==> src/rtl/row_buffer_ctrl_if.sv <==
// Pixel-in / window-out handshake bundle between the stream environment and
// the line-buffer sequencer.
interface row_buffer_ctrl_if #(
  parameter int unsigned LINE_WIDTH   = 640,
  parameter int unsigned FRAME_HEIGHT = 480
);
  localparam int unsigned CW = $clog2(LINE_WIDTH);
  localparam int unsigned RW = $clog2(FRAME_HEIGHT);

  logic          in_valid;
  logic          in_sop;
  logic          in_eop;
  logic          in_ready;
  logic          out_ready;
  logic          shift_en;
  logic          pad_sel;
  logic          win_valid;
  logic          win_sop;
  logic          win_eop;
  logic [CW-1:0] win_col;
  logic [RW-1:0] win_row;
  logic          win_border;
  logic          err;

  // Stream source / window sink side
  modport master (
    output in_valid, in_sop, in_eop, out_ready,
    input  in_ready, shift_en, pad_sel, win_valid, win_sop, win_eop,
           win_col, win_row, win_border, err
  );

  // Sequencer side
  modport slave (
    input  in_valid, in_sop, in_eop, out_ready,
    output in_ready, shift_en, pad_sel, win_valid, win_sop, win_eop,
           win_col, win_row, win_border, err
  );
endinterface

==> src/rtl/row_buffer_ctrl.sv <==
// Sequencer for the cascaded 3x3 line-buffer datapath: controls shifting and
// zero padding, and tracks the window centre position and border flags.
module row_buffer_ctrl #(
  parameter int unsigned LINE_WIDTH   = 640,
  parameter int unsigned FRAME_HEIGHT = 480
) (
  input  logic              clk,
  input  logic              rst,
  row_buffer_ctrl_if.slave  bus
);
  localparam int unsigned CW = $clog2(LINE_WIDTH);
  localparam int unsigned RW = $clog2(FRAME_HEIGHT);
  // Shift distance from the newest pixel to the window centre
  localparam int unsigned D  = LINE_WIDTH + 1;
  localparam int unsigned DW = $clog2(D + 1);

  localparam logic [DW-1:0] LAST_CNT = DW'(D - 1);
  localparam logic [CW-1:0] COL_MAX  = CW'(LINE_WIDTH - 1);
  localparam logic [RW-1:0] ROW_MAX  = RW'(FRAME_HEIGHT - 1);

  typedef enum logic [1:0] {IDLE, FILL, STREAM, FLUSH} state_t;

  state_t        state;
  state_t        state_nxt;
  logic [DW-1:0] fill_cnt;
  logic [DW-1:0] flush_cnt;
  logic          first_win;

  logic          accept;
  logic          produce;
  logic          frame_start;
  logic          in_ready_c;
  logic          shift_en_c;
  logic          pad_sel_c;

  logic          win_valid_q;
  logic          win_sop_q;
  logic          win_eop_q;
  logic [CW-1:0] win_col_q;
  logic [RW-1:0] win_row_q;
  logic          err_q;

  // State register
  always_ff @(posedge clk) begin
    if (!rst) state <= IDLE;
    else      state <= state_nxt;
  end

  // Next-state decode
  always_comb begin
    state_nxt = state;
    case (state)
      IDLE: begin
        if (accept && bus.in_sop) state_nxt = FILL;
      end
      FILL: begin
        if (accept) begin
          if (bus.in_eop)                state_nxt = IDLE;
          else if (bus.in_sop)           state_nxt = FILL;
          else if (fill_cnt == LAST_CNT) state_nxt = STREAM;
        end
      end
      STREAM: begin
        if (accept) begin
          if (bus.in_eop)      state_nxt = FLUSH;
          else if (bus.in_sop) state_nxt = FILL;
        end
      end
      FLUSH: begin
        if (bus.out_ready && flush_cnt == LAST_CNT) state_nxt = IDLE;
      end
      default: state_nxt = IDLE;
    endcase
  end

  // Handshake and buffer control; everything is held off while in reset
  always_comb begin
    in_ready_c  = 1'b0;
    shift_en_c  = 1'b0;
    pad_sel_c   = 1'b0;
    accept      = 1'b0;
    produce     = 1'b0;
    frame_start = 1'b0;
    if (rst) begin
      case (state)
        IDLE, FILL: in_ready_c = 1'b1;
        STREAM:     in_ready_c = bus.out_ready;
        default:    in_ready_c = 1'b0;
      endcase
      accept = bus.in_valid & in_ready_c;
      case (state)
        IDLE: begin
          shift_en_c  = accept & bus.in_sop;
          frame_start = accept & bus.in_sop;
        end
        FILL: begin
          shift_en_c  = accept;
          frame_start = accept & bus.in_sop & ~bus.in_eop;
        end
        STREAM: begin
          shift_en_c  = accept;
          produce     = accept & (bus.in_eop | ~bus.in_sop);
          frame_start = accept & bus.in_sop & ~bus.in_eop;
        end
        FLUSH: begin
          shift_en_c  = bus.out_ready;
          pad_sel_c   = 1'b1;
          produce     = bus.out_ready;
        end
        default: ;
      endcase
    end
  end

  // Fill and flush progress counters
  always_ff @(posedge clk) begin
    if (!rst) begin
      fill_cnt  <= '0;
      flush_cnt <= '0;
    end else begin
      case (state)
        IDLE: begin
          if (accept && bus.in_sop) fill_cnt <= DW'(1);
        end
        FILL: begin
          if (accept) begin
            if (bus.in_eop)      fill_cnt <= '0;
            else if (bus.in_sop) fill_cnt <= DW'(1);
            else                 fill_cnt <= fill_cnt + DW'(1);
          end
        end
        STREAM: begin
          if (accept) begin
            if (bus.in_eop)      flush_cnt <= '0;
            else if (bus.in_sop) fill_cnt  <= DW'(1);
          end
        end
        FLUSH: begin
          if (bus.out_ready) flush_cnt <= flush_cnt + DW'(1);
        end
        default: ;
      endcase
    end
  end

  // Sticky error: frame ended before the buffers were full
  always_ff @(posedge clk) begin
    if (!rst)                                          err_q <= 1'b0;
    else if (state == FILL && accept && bus.in_eop)    err_q <= 1'b1;
  end

  // Window centre tracking; outputs hold while the sink stalls
  always_ff @(posedge clk) begin
    if (!rst) begin
      win_valid_q <= 1'b0;
      win_sop_q   <= 1'b0;
      win_eop_q   <= 1'b0;
      win_col_q   <= '0;
      win_row_q   <= '0;
      first_win   <= 1'b0;
    end else begin
      if (produce) begin
        win_valid_q <= 1'b1;
        win_eop_q   <= (state == FLUSH) && (flush_cnt == LAST_CNT);
        if (first_win) begin
          win_sop_q <= 1'b1;
          win_col_q <= '0;
          win_row_q <= '0;
          first_win <= 1'b0;
        end else begin
          win_sop_q <= 1'b0;
          if (win_col_q == COL_MAX) begin
            win_col_q <= '0;
            win_row_q <= (win_row_q == ROW_MAX) ? '0 : win_row_q + RW'(1);
          end else begin
            win_col_q <= win_col_q + CW'(1);
          end
        end
      end else if (bus.out_ready) begin
        win_valid_q <= 1'b0;
        win_sop_q   <= 1'b0;
        win_eop_q   <= 1'b0;
      end
      // An abort in STREAM only happens with out_ready high, so no held
      // window is disturbed by clearing the position here.
      if (frame_start) begin
        first_win <= 1'b1;
        if (state == STREAM) begin
          win_col_q <= '0;
          win_row_q <= '0;
        end
      end
    end
  end

  assign bus.in_ready   = in_ready_c;
  assign bus.shift_en   = shift_en_c;
  assign bus.pad_sel    = pad_sel_c;
  assign bus.win_valid  = win_valid_q;
  assign bus.win_sop    = win_sop_q;
  assign bus.win_eop    = win_eop_q;
  assign bus.win_col    = win_col_q;
  assign bus.win_row    = win_row_q;
  assign bus.err        = err_q;
  assign bus.win_border = win_valid_q &
                          ((win_col_q == '0) || (win_col_q == COL_MAX) ||
                           (win_row_q == '0) || (win_row_q == ROW_MAX));
endmodule

==> src/flat_wrapper.sv <==
// flat-port wrapper written by rule: the top's interface ports become plain ports
module row_buffer_ctrl_flat 
#(
  parameter int unsigned LINE_WIDTH   = 640,
  parameter int unsigned FRAME_HEIGHT = 480
)
  (clk, rst, bus_in_valid, bus_in_sop, bus_in_eop, bus_out_ready, bus_in_ready, bus_shift_en, bus_pad_sel, bus_win_valid, bus_win_sop, bus_win_eop, bus_win_col, bus_win_row, bus_win_border, bus_err);
  row_buffer_ctrl_if #(.LINE_WIDTH(LINE_WIDTH), .FRAME_HEIGHT(FRAME_HEIGHT)) bus_i ();
  input  logic clk;
  input  logic rst;
  input wire logic [$bits(bus_i.in_valid)-1:0] bus_in_valid;
  input wire logic [$bits(bus_i.in_sop)-1:0] bus_in_sop;
  input wire logic [$bits(bus_i.in_eop)-1:0] bus_in_eop;
  input wire logic [$bits(bus_i.out_ready)-1:0] bus_out_ready;
  output wire logic [$bits(bus_i.in_ready)-1:0] bus_in_ready;
  output wire logic [$bits(bus_i.shift_en)-1:0] bus_shift_en;
  output wire logic [$bits(bus_i.pad_sel)-1:0] bus_pad_sel;
  output wire logic [$bits(bus_i.win_valid)-1:0] bus_win_valid;
  output wire logic [$bits(bus_i.win_sop)-1:0] bus_win_sop;
  output wire logic [$bits(bus_i.win_eop)-1:0] bus_win_eop;
  output wire logic [$bits(bus_i.win_col)-1:0] bus_win_col;
  output wire logic [$bits(bus_i.win_row)-1:0] bus_win_row;
  output wire logic [$bits(bus_i.win_border)-1:0] bus_win_border;
  output wire logic [$bits(bus_i.err)-1:0] bus_err;
  assign bus_i.in_valid = bus_in_valid;
  assign bus_i.in_sop = bus_in_sop;
  assign bus_i.in_eop = bus_in_eop;
  assign bus_i.out_ready = bus_out_ready;
  assign bus_in_ready = bus_i.in_ready;
  assign bus_shift_en = bus_i.shift_en;
  assign bus_pad_sel = bus_i.pad_sel;
  assign bus_win_valid = bus_i.win_valid;
  assign bus_win_sop = bus_i.win_sop;
  assign bus_win_eop = bus_i.win_eop;
  assign bus_win_col = bus_i.win_col;
  assign bus_win_row = bus_i.win_row;
  assign bus_win_border = bus_i.win_border;
  assign bus_err = bus_i.err;
  row_buffer_ctrl #(.LINE_WIDTH(LINE_WIDTH), .FRAME_HEIGHT(FRAME_HEIGHT)) u_core (.clk(clk), .rst(rst), .bus(bus_i));
endmodule
==> config.mk <==
export PLATFORM = sky130hd
export DESIGN_NAME = row_buffer_ctrl_flat
export DESIGN_NICKNAME = d
export VERILOG_FILES = /design/src/rtl/row_buffer_ctrl_if.sv /design/src/rtl/row_buffer_ctrl.sv /design/src/flat_wrapper.sv
export SDC_FILE = /design/constraint.sdc
export NUM_CORES = 1
export LEC_CHECK = 0
export BUFFER_PORTS_ARGS = -buffer_cell sky130_fd_sc_hd__buf_4
export CAP_MARGIN = 20
export CORE_UTILIZATION = 30
export DETAILED_ROUTE_END_ITERATION = 16
export GPL_TIMING_DRIVEN = 0
export PLACE_DENSITY = 0.47
export SLEW_MARGIN = 20
export SYNTH_ARGS = -nofsm -noshare
export SYNTH_HDL_FRONTEND = slang
export SYNTH_SLANG_ARGS = --single-unit
export TNS_END_PERCENT = 5
==> constraint.sdc <==
create_clock -name clk -period 1.9 [get_ports clk]
set_input_delay 0.095 -clock clk [delete_from_list [all_inputs] [get_ports clk]]
set_output_delay 0.095 -clock clk [all_outputs]
set_load 0.05 [all_outputs]
# [Yosys cells after proc, flatten, opt, wreduce, memory -nomap -nowiden]
# Index checks and enable logic that the tools add are counted.
[totals] romBits=0 mem_bits_rw=0 latch_bits=0 register_bits=46 wordCells=111 in_bits=6 mem_count=0
[op_classes] div=0 shifts=0 bitwise_logic=8 magnitude_cmp=0 muxes=52 n_mul=0 n_reduce_logical=20 n_eq_ne=17 addsub=4
[op_table] cell="2-to-1 mux 10 bit" n=15
[op_table] cell="2-to-1 mux 9 bit" n=6
[op_table] cell="adder 10 x 1 -> 10 bit (second input constant)" n=3
[op_table] cell="equality test 10 bit (second input constant)" n=3
[op_table] cell="case mux 10 bit (3 select lines)" n=1
[op_table] cell="case mux 10 bit (2 select lines)" n=1
[op_table] cell="2-to-1 mux 2 bit" n=9
[op_table] cell="2-to-1 mux 1 bit" n=15
[op_table] cell="AND reduction 6 bit" n=2
[op_table] cell="zero test 10 bit" n=1
[op_table] cell="adder 9 x 1 -> 9 bit (second input constant)" n=1
[op_table] cell="equality test 9 bit (second input constant)" n=1
[op_table] cell="zero test 9 bit" n=1
[op_table] cell="!= test 2 x 1 -> 1 bit (second input constant)" n=4
[op_table] cell="!= test 2 bit (second input constant)" n=4
[op_table] cell="case mux 2 bit (4 select lines)" n=1
[op_table] cell="case mux 1 bit (2 select lines)" n=3
[op_table] cell="nonzero test 2 bit" n=3
[op_table] cell="AND 1 bit" n=5
[op_table] cell="logical AND 1 bit" n=5
[op_table] cell="equality test 2 bit (second input constant)" n=2
[op_table] cell="!= test 4 x 3 -> 1 bit (second input constant)" n=1
[op_table] cell="AND reduction 4 bit" n=1
[op_table] cell="OR reduction 2 bit" n=2
[op_table] cell="other kinds (8)" n=11

# [Logic depth before layout (Yosys ltp)]
[depth] word_depth=11 mapped_depth=9 mapped_depth_nobuf=7

# [Least setup slack after synthesis]
# Ideal clock, no wire load.
[synth_timing] path_kind="reg2out" from="register u_core.win_row_q[0], in the netlist u_core.bus.win_row[0]" to="output port bus_win_border" stages_incl_launch_ff=6 arrival_time_ns=2.635 path_slack_ns=-0.830 required_time_ns=1.805 n_path_buf=0 path_cell_list="dfxtp_1 -> ha_1 -> nand3_1 -> nor3_1 -> a21oi_1 -> a21boi_0"
[synth_between] elab_chain_cells=4
[synth_rtl] element="start, declared" line="row_buffer_ctrl.sv:40" source="logic [RW-1:0] win_row_q;"
[synth_rtl] element="start signal, assigned" line="row_buffer_ctrl.sv:174" source="win_row_q <= (win_row_q == ROW_MAX) ? '0 : win_row_q + RW'(1);"
[synth_rtl] element="zero test 9 bit" line="row_buffer_ctrl.sv:207" source="(win_row_q == '0) || (win_row_q == ROW_MAX));"
[synth_rtl] element="logical OR 1 bit" line="row_buffer_ctrl.sv:206" source="((win_col_q == '0) || (win_col_q == COL_MAX) ||"
[synth_rtl] element="logical OR 1 bit *" line="row_buffer_ctrl.sv:207"
[synth_rtl] element="AND 1 bit *" line="row_buffer_ctrl.sv:205" source="assign bus.win_border = win_valid_q &"
[synth_rtl] element="end, declared" line="flat_wrapper.sv:23" source="output wire logic [$bits(bus_i.win_border)-1:0] bus_win_border;"
# Mark *: on every way between the ends. The rest lies on a longest branch, timed or not.

# [Final worst setup path]
[layout_timing] from="register u_core.state[1]" to="register u_core.fill_cnt[8]"
[layout_between] elab_chain_cells=9
[layout_rtl] element="start, declared" line="row_buffer_ctrl.sv:23" source="state_t state;"
[layout_rtl] element="start signal, assigned" line="row_buffer_ctrl.sv:46" source="else state <= state_nxt;"
[layout_rtl] element="equality test 2 x 1 -> 1 bit / zero test 2 bit (equally long branches)" line="row_buffer_ctrl.sv:85, row_buffer_ctrl.sv:121"
[layout_rtl] element="OR reduction 2 bit" line="row_buffer_ctrl.sv:85" source="case (state)"
[layout_rtl] element="case mux 1 bit (2 select lines)" line="row_buffer_ctrl.sv:85"
[layout_rtl] element="2-to-1 mux 1 bit" line="row_buffer_ctrl.sv:84" source="if (rst) begin"
[layout_rtl] element="AND 1 bit" line="row_buffer_ctrl.sv:90" source="accept = bus.in_valid & in_ready_c;"
[layout_rtl] element="2-to-1 mux 1 bit" line="row_buffer_ctrl.sv:84"
[layout_rtl] element="logical AND 1 bit" line="row_buffer_ctrl.sv:123" source="if (accept && bus.in_sop) fill_cnt <= DW'(1);"
[layout_rtl] element="!= test 2 x 1 -> 1 bit (no source line)"
[layout_rtl] element="AND reduction 6 bit (no source line)"
[layout_rtl] element="end signal, assigned" line="row_buffer_ctrl.sv:129" source="else fill_cnt <= fill_cnt + DW'(1);"
[layout_rtl] element="end, declared" line="row_buffer_ctrl.sv:25" source="logic [DW-1:0] fill_cnt;"
# Parallel ways exist; a longest one is shown, timed or not. The select of a mux whose other input is x is not followed.
# A chain may end at the register's enable or synchronous reset.

==> metrics.md <==
| Metric | Value |
|---|---|
| Post-synth EDFFs | 0 |
| Final worst path period need | 2060 ps |
| Antenna Cells | 0 |
| Worst Max-Slew Pin Slew | 609 ps |
| Clk_lat worst skew | approximately 300 ps |
| Worst Hold Depth | 3 |
| Cell variety after synth | 59 |
| P_leak | around 1.4 nW |
| Largest net degree at the start of global routing | 15 |
| DRC | 0 |
| # setup viols final | 37 |
| Overflow after GRT | 0 |
| Worst rel slew slack | 59.4% |
| Chip Height | just under 100 um |
| Post-synthesis sequential area ratio | between 30% and 40% |
| Starting Density | 31.1% |
| Clock share of power | 30.1% |
| Area leader, netlist | dfxtp_1 |
| Via count | roughly 2.6k |
| Final hold vios | 0 |
| CP startpoint kind | register |
| Outcome | finished, violations left |
| Fillers | 900 |
| Final worst path period share | 108% |
| Min-delay worst type | primary input to register |
| Synth cell count leaders | dfxtp_1, nor2_1, nand2_1 |
| CTS H-tree lvls | 2 |
| Failing checks | setup timing |
| Peak VDD IR | ~0.36 mV |
| Port buffer count | 32 |
| Die width | 97.0 um |
| Power per standard cell area | 686 nW/um^2 |
| Share of power burned in registers | 40.8% |
| CTS tree | done |
| RR Startpoint | u_core.state[1]$_SDFFE_PN0P_ |
| Post-DP HPWL | ~5100 um |
| Yosys warning count | 0 |
| DR pass1 iterations | 4 |
| Worst R2R End | u_core.fill_cnt[8]$_SDFFE_PN0P_ |
| RSZ-0062 raised after global routing | yes |
| Hold WS | 125 ps |
| FMAX | 0.486 GHz |
| Area Overhead vs Synth | 33.9% |
| CTS Sinks | 46 |
| Routed met3 length | 279 um |
| Logic pwr share | 29.1% |
| Max-capacitance violation count | 0 |
| Clock Path Buffers | 2 |
| Vias in the first global route | 2502 |
| Worst EP required | 2140 ps |
| Setup crit end kind | register |
| CP Max Fanout | 5 |
| WL/cell | 15.0 um |
| Post-DP Area | 3100 sq um |
| Sw Share | between 30% and 40% |
| Max-slew violation count | 0 |
| Area used by multi-input combinational logic | around 1800 sq um |
| Routability cong. | 0.809 |
| Synth Register Bits | 46 |
| Hold path endpoint | u_core.bus.err$_SDFFE_PN0P_ |
| Internal | 1.72 mW |
| Met1 Wirelength | 3710 um |
| Net Sw Power | a little under 0.8 mW |
| Hold_buf cts | 0 |
| Top-count cell post-synth | dfxtp_1 |
| Most used DFF post-synth | dfxtp_1 |
| 1st-iter DRT viols | 99 |
| First-pass GRT wire length | 12700 um |
| Worst EP arrival | 2300 ps |
| Die area | ~9400 sq um |
| Post-synth top area share | 34.0% |
| Final Cell Area | about 3600 sq um |
| Total Routing Usage GR | around 16% |
| Ys async rst share | 0% |
| FF/Latch Area | 931 sq um |
| Final #Nets | ~410 |
| Clock-pin transition on the worst setup and hold timing paths | 90 ps |
| DR WL met2 | 3510 um |
| Register-to-Register Path Depth | 9 |
| Post-DR vias/cell | 5.26 |
| Synth Cell Area | 2710 sq um |
| CTS Buf Count | 5 |
| Antenna Violating Nets Remaining | 0 |
| Top Metal Used | met4 |
| Final Skew | 8.46 ps |
| Syn_nets | ~350 |
| Core box area | 8720 sq um |
| Clock Tree Root | clkbuf_8 |
| Syn Inst Count | roughly 330 |
| Crit Path Class | register to register |
| Final worst slack | -159 ps |
| Reg-to-reg slack, setup | -160 ps |
| Initial antenna violation count | 0 |
| Routed WL | 7550 um |
| Rows | 34 |
| Layout cells sized above 1 | 28.2% |
| Min-delay src | bus_in_eop |
| Syn Area/Cell | 8.19 sq um |
| Largest cells by area after synthesis | dfxtp_1, nor2_1, ha_1 |
| Ports | 33 |
-- stage by stage --
| stage | cells | setup WS (ps) | TNS (ps) | power (mW) | utilization [%] |
|---|---|---|---|---|---|
| floorplan | 331 | -143 | -1250 | 1.36 | - |
| global placement | 471 | -493 | -12900 | 1.49 | 35.6 |
| global route | 502 | -282 | -8440 | 2.62 | 41.6 |
| CTS | 496 | -165 | -3650 | 2.41 | 40.2 |
| detailed placement | 471 | -476 | -12770 | 1.48 | 35.6 |
| finish | 502 | -159 | -3200 | 2.49 | 41.6 |
-- logic make-up after synthesis --
kind of cell / count (synthesis) / synth area share (%)
and+or+nand+nor: 155 / 30.1
AOI/OAI and AO/OA: 69 / 19.3
DFF: 46 / 34.0
buffers and inverters: 30 / 4.85
xor gates and xnor gates: 16 / 5.17
adders and majority gates: 12 / 5.54
muxes: 3 / 1.11
-- worst max-delay path, cell delays in order (launching register included) --
cell and delay, ps:
dfxtp_4 390, inv_4 50, ha_4 150, buf_6 130
buf_12 120, o32ai_4 310, o211ai_1 190, buf_4 180
or4_1 390, o21ai_1 80
-- area by class of cell --
cell class	count	share of cell area, %
plain buffers	13	2.52
clock buffers	6	2.00
well taps	108	3.72
multi-input cells	255	50.5
flip-flops and latches	46	25.6
inverters	15	1.69
repair buffers	57	12.9
clock inverters	2	1.03
-- worst max path at each step --
stage,endpoint,from,slack [ps]
final,u_core.fill_cnt[8]$_SDFFE_PN0P_,u_core.state[1]$_SDFFE_PN0P_,-160
after global routing,u_core.bus.win_row[0]$_SDFF_PN0_,u_core.state[0]$_SDFFE_PN0P_,-280
after CTS,u_core.fill_cnt[9]$_SDFFE_PN0P_,u_core.state[1]$_SDFFE_PN0P_,-170
after detailed placement,u_core.bus.win_row[5]$_SDFF_PN0_,u_core.state[0]$_SDFFE_PN0P_,-480
after global placement,u_core.bus.win_row[5]$_SDFF_PN0_,u_core.state[0]$_SDFFE_PN0P_,-490
after floorplan,u_core.bus.win_row[6]$_SDFF_PN0_,u_core.bus.win_col[2]$_SDFF_PN0_,-140
-- registers in the layout, indices dropped and copies added (netlist names) --
| register | cells |
|---|---|
| u_core.fill_cnt | 10 |
| u_core.bus.win_eop | 1 |
| u_core.flush_cnt | 10 |
| u_core.bus.win_sop | 1 |
| u_core.bus.win_valid | 1 |
| u_core.first_win | 1 |
| u_core.bus.err | 1 |
| u_core.bus.win_row | 9 |
| u_core.bus.win_col | 10 |
| u_core.state | 2 |
-- placed cells by master (no fill, tap or decap), types with 5 or more instances in the layout --
cell type	synthesis	routed
a21oi_1	18	15
a31oi_1	7	6
and2_1	6	5
and3_1	8	8
buf_4	1	54
buf_6	1	8
clkbuf_1	6	5
clkbuf_8	0	5
dfxtp_1	46	42
ha_1	12	8
inv_1	15	13
nand2_1	29	29
nand3_1	11	11
nand4_1	9	9
nor2_1	42	40
nor3_1	12	10
o21ai_1	1	7
or4_1	8	8
xor2_1	12	12
-- power groups by stage --
stage          clock [mW]  sequential (mW)  combinational [mW]
2_1_floorplan           0             1.03               0.331
3_3_place_gp            0             1.02               0.463
3_5_place_dp            0             1.02               0.457
4_1_cts             0.781             1.01               0.622
5_1_grt             0.813             1.02               0.783
6_report            0.750             1.02               0.724
-- timing repair --
action | CTS | global route
setup buffers | 19 | 6
endpoints found under the setup margin | 45 | 46
pin swaps | 24 | 6
resized for setup | 39 | 19
-- routing by layer --
layer	vias to the layer above	GRT usage [%]
met4	0	2.99
met3	6	3.18
li1	1333	-
met2	46	26.2
met1	1255	22.5
met5	-	0
(Power assumes the default switching activity.)
